[config.mk]
export PLATFORM = sky130hd
export DESIGN_NAME = ds2_dual_poller
export DESIGN_NICKNAME = d
export VERILOG_FILES = /design/src/rtl/ds2_dual_poller.sv
export SDC_FILE = /design/constraint.sdc
export NUM_CORES = 1
export LEC_CHECK = 0
export ABC_CLOCK_PERIOD_IN_PS = 4400
export BUFFER_PORTS_ARGS = -buffer_cell sky130_fd_sc_hd__buf_2
export CAP_MARGIN = 20
export CORE_MARGIN = 8
export CORE_UTILIZATION = 64
export DETAILED_ROUTE_END_ITERATION = 8
export PLACE_DENSITY = 0.83
export SLEW_MARGIN = 20
export SYNTH_ARGS = -nofsm -noshare
export SYNTH_HDL_FRONTEND = slang
export SYNTH_SLANG_ARGS = --single-unit
[constraint.sdc]
create_clock -name clk -period 4.4 [get_ports clk]
set_input_delay 0.22 -clock clk [delete_from_list [all_inputs] [get_ports clk]]
set_output_delay 0.22 -clock clk [all_outputs]
set_load 0.01 [all_outputs]
[src/rtl/ds2_dual_poller.sv]
// Purpose : polls two DualShock-style pads on a shared serial bus and publishes SNES-ordered buttons.
// Latency : one frame every PERIOD cycles; a pad's results appear the cycle its select is released.
// Backpres: none - poll ticks that arrive while a frame is in flight are dropped, not queued.
//
// Ports
//   clk, resetn              : single clock domain, asynchronous active-low reset
//   ds_clk, ds_mosi, ds_miso : shared serial clock (idle high) and data, LSB first
//   ds_cs[1:0]               : per-pad select, active low
//   pad0/1_buttons           : R L X A RIGHT LEFT DOWN UP START SELECT Y B, 1 = pressed
//   pad_valid[1:0]           : one-cycle pulse when that pad's outputs update
//   pad_present[1:0]         : pad answered with a recognised id and ack on its last poll
module ds2_dual_poller #(
    parameter int FREQ    = 21_600_000,
    parameter int SCLK_HZ = 250_000,
    parameter int POLL_HZ = 60
) (
    input  logic        clk,
    input  logic        resetn,
    output logic        ds_clk,
    output logic        ds_mosi,
    input  logic        ds_miso,
    output logic [1:0]  ds_cs,
    output logic [11:0] pad0_buttons,
    output logic [11:0] pad1_buttons,
    output logic [1:0]  pad_valid,
    output logic [1:0]  pad_present
);

    localparam int HALF   = FREQ / (2 * SCLK_HZ);
    localparam int PERIOD = FREQ / POLL_HZ;
    // select + 5 * (8 bits of 2*HALF + gap of 2*HALF) + deselect, twice, plus the inter-pad gap
    localparam int FRAME  = 2 * (HALF + 5 * 18 * HALF + HALF) + 4 * HALF;
    localparam int TW     = (PERIOD > 1) ? $clog2(PERIOD) : 1;
    localparam int CW     = $clog2(4 * HALF + 1);

    localparam logic [TW-1:0] TIMER_LAST = TW'(PERIOD - 1);
    localparam logic [CW-1:0] HOLD_1     = CW'(HALF - 1);
    localparam logic [CW-1:0] HOLD_2     = CW'(2 * HALF - 1);
    localparam logic [CW-1:0] HOLD_4     = CW'(4 * HALF - 1);

    localparam logic [2:0] IDLE     = 3'd0;
    localparam logic [2:0] SELECT   = 3'd1;
    localparam logic [2:0] BIT_LOW  = 3'd2;
    localparam logic [2:0] BIT_HIGH = 3'd3;
    localparam logic [2:0] BYTE_GAP = 3'd4;
    localparam logic [2:0] DESELECT = 3'd5;
    localparam logic [2:0] INTERPAD = 3'd6;

    logic [TW-1:0] timer;
    logic          tick;
    logic [2:0]    state,    state_nxt;
    logic [CW-1:0] cnt,      cnt_nxt;
    logic [2:0]    bit_idx,  bit_nxt;
    logic [2:0]    byte_idx, byte_nxt;
    logic          pad,      pad_nxt;
    logic [7:0]    cmd_nxt;
    logic [7:0]    rx_shift;
    logic [7:0]    id_q, ack_q, rx0_q, rx1_q;
    logic          pad_done;
    logic          present;
    logic [11:0]   buttons;

    assign tick = (timer == TIMER_LAST);

    // Poll command: 0x01 start, 0x42 read, then three idle bytes.
    function automatic logic [7:0] cmd_byte(input logic [2:0] idx);
        case (idx)
            3'd0:    cmd_byte = 8'h01;
            3'd1:    cmd_byte = 8'h42;
            default: cmd_byte = 8'h00;
        endcase
    endfunction

    always_comb begin
        state_nxt = state;
        cnt_nxt   = cnt + 1'b1;
        bit_nxt   = bit_idx;
        byte_nxt  = byte_idx;
        pad_nxt   = pad;
        case (state)
            IDLE: begin
                cnt_nxt = '0;
                if (tick) begin
                    state_nxt = SELECT;
                    pad_nxt   = 1'b0;
                end
            end
            SELECT: if (cnt == HOLD_1) begin
                state_nxt = BIT_LOW;
                cnt_nxt   = '0;
                bit_nxt   = '0;
                byte_nxt  = '0;
            end
            BIT_LOW: if (cnt == HOLD_1) begin
                state_nxt = BIT_HIGH;
                cnt_nxt   = '0;
            end
            BIT_HIGH: if (cnt == HOLD_1) begin
                cnt_nxt = '0;
                if (bit_idx == 3'd7) begin
                    state_nxt = BYTE_GAP;
                end else begin
                    state_nxt = BIT_LOW;
                    bit_nxt   = bit_idx + 3'd1;
                end
            end
            BYTE_GAP: if (cnt == HOLD_2) begin
                cnt_nxt = '0;
                if (byte_idx == 3'd4) begin
                    state_nxt = DESELECT;
                end else begin
                    state_nxt = BIT_LOW;
                    bit_nxt   = '0;
                    byte_nxt  = byte_idx + 3'd1;
                end
            end
            DESELECT: if (cnt == HOLD_1) begin
                cnt_nxt   = '0;
                state_nxt = pad ? IDLE : INTERPAD;
            end
            INTERPAD: if (cnt == HOLD_4) begin
                cnt_nxt   = '0;
                state_nxt = SELECT;
                pad_nxt   = 1'b1;
            end
            default: begin
                state_nxt = IDLE;
                cnt_nxt   = '0;
            end
        endcase
    end

    assign cmd_nxt  = cmd_byte(byte_nxt);
    assign pad_done = (state == DESELECT) && (cnt == HOLD_1);

    // Accept the two known pad ids (digital / analog mode) only with the 0x5A ack.
    assign present = ((id_q == 8'h41) || (id_q == 8'h73)) && (ack_q == 8'h5A);

    // Pad reports active-low; R/L merge the shoulder pairs (R1|R2, L1|L2).
    always_comb begin
        buttons = '0;
        if (present) begin
            buttons = {~rx1_q[3] | ~rx1_q[1], ~rx1_q[2] | ~rx1_q[0],
                       ~rx1_q[4], ~rx1_q[5], ~rx0_q[5], ~rx0_q[7],
                       ~rx0_q[6], ~rx0_q[4], ~rx0_q[3], ~rx0_q[0],
                       ~rx1_q[7], ~rx1_q[6]};
        end
    end

    always_ff @(posedge clk or negedge resetn) begin
        if (!resetn) begin
            timer        <= '0;
            state        <= IDLE;
            cnt          <= '0;
            bit_idx      <= '0;
            byte_idx     <= '0;
            pad          <= 1'b0;
            ds_cs        <= 2'b11;
            ds_clk       <= 1'b1;
            ds_mosi      <= 1'b1;
            rx_shift     <= '0;
            id_q         <= '0;
            ack_q        <= '0;
            rx0_q        <= '0;
            rx1_q        <= '0;
            pad0_buttons <= '0;
            pad1_buttons <= '0;
            pad_valid    <= '0;
            pad_present  <= '0;
        end else begin
            timer    <= tick ? '0 : timer + 1'b1;
            state    <= state_nxt;
            cnt      <= cnt_nxt;
            bit_idx  <= bit_nxt;
            byte_idx <= byte_nxt;
            pad      <= pad_nxt;

            // Pins are registered from the next state so they change cleanly on one edge.
            if ((state_nxt == IDLE) || (state_nxt == INTERPAD))
                ds_cs <= 2'b11;
            else
                ds_cs <= pad_nxt ? 2'b01 : 2'b10;
            ds_clk  <= (state_nxt != BIT_LOW);
            ds_mosi <= ((state_nxt == BIT_LOW) || (state_nxt == BIT_HIGH)) ? cmd_nxt[bit_nxt] : 1'b1;

            // The first BIT_HIGH cycle is the cycle after ds_clk rose.
            if ((state == BIT_HIGH) && (cnt == '0))
                rx_shift <= {ds_miso, rx_shift[7:1]};

            // Capture at the start of the gap so the shift register holds all eight bits.
            if ((state == BYTE_GAP) && (cnt == '0)) begin
                case (byte_idx)
                    3'd1:    id_q  <= rx_shift;
                    3'd2:    ack_q <= rx_shift;
                    3'd3:    rx0_q <= rx_shift;
                    3'd4:    rx1_q <= rx_shift;
                    default: ;
                endcase
            end

            pad_valid <= '0;
            if (pad_done) begin
                pad_valid[pad]   <= 1'b1;
                pad_present[pad] <= present;
                if (pad)
                    pad1_buttons <= buttons;
                else
                    pad0_buttons <= buttons;
            end
        end
    end

    a_frame_fits: assert property (@(posedge clk) (HALF >= 1) && (PERIOD > FRAME));
    a_one_select: assert property (@(posedge clk) disable iff (!resetn) ds_cs != 2'b00);

endmodule

==> summary.txt <==
Status
  • Status: finished, final reports clean

Detailed routing
  • DR vias/cell: ~6.0
  • Iteration count of the initial detailed-routing pass: 4
  • Final antenna-violating net count: 0
  • Post-detailed-route DRC marker count: 0
  • Final wirelength: roughly 9.5 mm
  • Number of DRC markers in iteration 0: 158
  • Routed vias: between 3,000 and 4,000
  • Final routed wire length divided by cell count: 16.8 um

STA
  • Layout Skew: 0.00813 ns
  • Setup ws final: between 1.5 and 2 ns
  • Setup repair after global routing missed its margin: no
  • Final Max Slew Viols: 0
  • Number of hold-slack violations in the final timing report: 0
  • Setup violations, final: 0
  • Actual slew at the worst max-slew pin: 0.908 ns
  • Post-layout minimum cycle time: 2.52 ns
  • Final cycle utilization of the critical path: a little under three fifths
  • Upper clock frequency limit: 397 MHz
  • Max-Slew Margin vs Limit: 39.5%
  • Setup total negative slack: 0 ns

Layout
  • Most frequent standard cell in the layout excluding fill and tap cells: dfrtp_1
  • Relative area change from synthesis to final layout: 9.22%
  • Antenna fix cells: 0
  • FILL cells: between 500 and 600
  • Most frequent cells in the layout: dfrtp_1 (103), nand2_1 (52), mux2_2 (38), buf_2 (33), nor2_1 (29)
  • Net total in the final layout: 477
  • Fraction of layout instances using a drive strength above 1: 21.8%

Critical path
  • Worst endpoint required time: 4.65 ns
  • Critical path peak fanout: 27
  • Kind of launch point of the worst setup path: flip-flop
  • Worst EP arrival: 2.76 ns
  • Start-to-end type of the worst setup path: flip-flop to flip-flop
  • Kind of capture point of the worst setup path: flip-flop

Clock tree
  • Max clock buf depth: 2
  • Clock tree from TritonCTS: yes
  • Htree depth: 3
  • Cell at the root of the clock tree: clkbuf_8
  • Skew-Pair Late Insertion Delay: 0.36 ns
  • Total setup buffers inserted after CTS: 0
  • Cts bufs inserted: 9
  • CTS Sinks: 107
  • Clock slew at the register clock pins of the worst setup and hold paths: around 0.090 ns

Flow run
  • Max-Cap Viols: 0

Synth
  • Cells after synthesis: 431
  • Top FF cell, synth: dfrtp_1
  • Flops & latches, synth: 107
  • Number of warnings printed during yosys synthesis: 0
  • Library cells used by synthesis: 55
  • Syn_nets: 445
  • Post-synth EDFFs: 0
  • Part of the Yosys area used for sequential elements: 55.5%
  • Post-Syn Area: about 0.0048 mm^2
  • Mean instance size in the synthesized netlist: 11.2 um^2
  • Post-synthesis async set-or-reset flop share: 100%

Placed design
  • Count of port buffers added during placement: 34
  • Pre-CTS WS: 1.96 ns
  • Final Wtd Congestion: 0.872
  • Detailed Place HPWL: 6.68 mm

Floorplan
  • Height of the die: 103 um
  • Initial cell density of the core: 66.3%
  • Die footprint: 0.0106 mm^2
  • IO Count: 35
  • Chip width: 103 um
  • Number of cell rows: 31
  • Placeable core region: 0.00729 mm^2

Global routing
  • Total congestion overflow after global routing: 0
  • Vias in the first global route: 3,286
  • Global-route wire length before repair: 16.0 mm
  • Global Route Usage Sum: 19.3%
  • Largest net degree at the start of global routing: 86
  • Antenna violations before repair: 0

Pwr
  • Power per standard cell area: 301 mW/mm^2
  • Leakage power of the design: between 2 and 3 nW
  • IR Drop Worst-Case VDD: 0.200 mV

Min path
  • Worst min-delay path class: input pin to flip-flop
final timing paths:
kind | from | endpoint | slack [ns] | cells past startpoint
setup / recovery | cnt[0] | pad0_buttons[0] | 1.88 | 6
hold / removal | ds_miso | rx_shift[7] | 0.10 | 2
setup reg to reg | cnt[0] | pad0_buttons[0] | 1.88 | 6
hold reg to reg | pad0_buttons[7] | pad0_buttons[7] | 0.47 | 2
max in group asynchronous | resetn | ack_q[0] | 3.14 | 3
min in group asynchronous | resetn | pad1_buttons[3] | 0.48 | 2
worst max-delay path, cell delays in order, from the launching register on:
cell and delay (ns):
dfrtp_1 0.43, inv_1 0.13, ha_1 0.16, and3b_1 0.33, nand2_1 0.15, or3_1 0.75
o31ai_1 0.45
what timing repair did:
| action | 4_1_cts | 5_1_grt |
|---|---|---|
| gates resized for setup | 0 | 0 |
| endpoints found under the hold margin | 0 | 80 |
| hold buffers | 0 | 1 |
layer usage:
layer | track usage [%] | up-vias | wire, um
met4 | 7.12 | 0 | 145
li1 | - | 1601 | -
met1 | 24.6 | 1675 | 4250
met2 | 32.4 | 88 | 4590
met5 | 0 | - | 0
met3 | 2.90 | 13 | 536
cell type report:
cell class	count	area [um^2]	area share, %
clock buffers	12	135	2.56
clock inverters	4	53.8	1.02
inverters	18	67.6	1.28
multi-input cells	290	2010	38.1
flip-flops and latches	107	2680	50.8
well taps	99	124	2.35
repair buffers	37	201	3.82
stage by stage:
stage | std cells | utilization, % | power [W] | cell area [um^2] | hold WS, ns
CTS | 566 | 72.2 | 0.00160 | 5260 | 0.0696
finish | 567 | 72.4 | 0.00159 | 5280 | 0.101
global placement | 550 | 69.6 | 0.00102 | 5070 | 0.442
detailed placement | 550 | 69.6 | 0.00102 | 5070 | 0.462
global route | 567 | 72.4 | 0.00164 | 5280 | 0.0931
floorplan | 431 | - | 0.00100 | 4830 | -0.0756
cells in the mapped netlist, types with 10 or more instances:
cell,instances,area [um^2]
o21ai_0,10,50.1
nor2_1,29,109
nand2_1,52,195
o31ai_1,20,150
dfrtp_1,103,2580
nand4_1,10,62.6
nor3_1,13,65.1
xnor2_1,11,96.3
ha_1,11,138
inv_1,18,67.6
nand3_1,18,90.1
mux2_2,38,428
flip-flops by register name, summed over array words and instances (netlist names):
register	count
pad_present	2
rx0_q	6
timer	19
bit_idx	3
rx_shift	8
pad	1
cnt	8
ds_mosi	1
state	3
ds_clk	1
pad0_buttons	12
byte_idx	3
pad_valid	2
rx1_q	8
id_q	8
ack_q	8
pad1_buttons	12
ds_cs	2
power by group:
group / switching [W] / internal [W] / leakage (nW)
Clock: 0.000317 / 0.000265 / 0.0868
Sequential: 0.000000892 / 0.000983 / 1.47
Combinational: 0.0000184 / 0.00000269 / 1.01
cell families (layout without fill, tap and decap cells):
family	after synthesis	after routing	share of synthesized area, %
simple gates	157	157	16.6
fa+ha+maj	11	11	2.85
mux	38	38	8.86
compound gates	64	64	9.74
flops	107	107	55.5
xor+xnor	20	20	3.63
buf+inv	34	71	2.82
No activity file was read; power rests on OpenSTA's default activity.
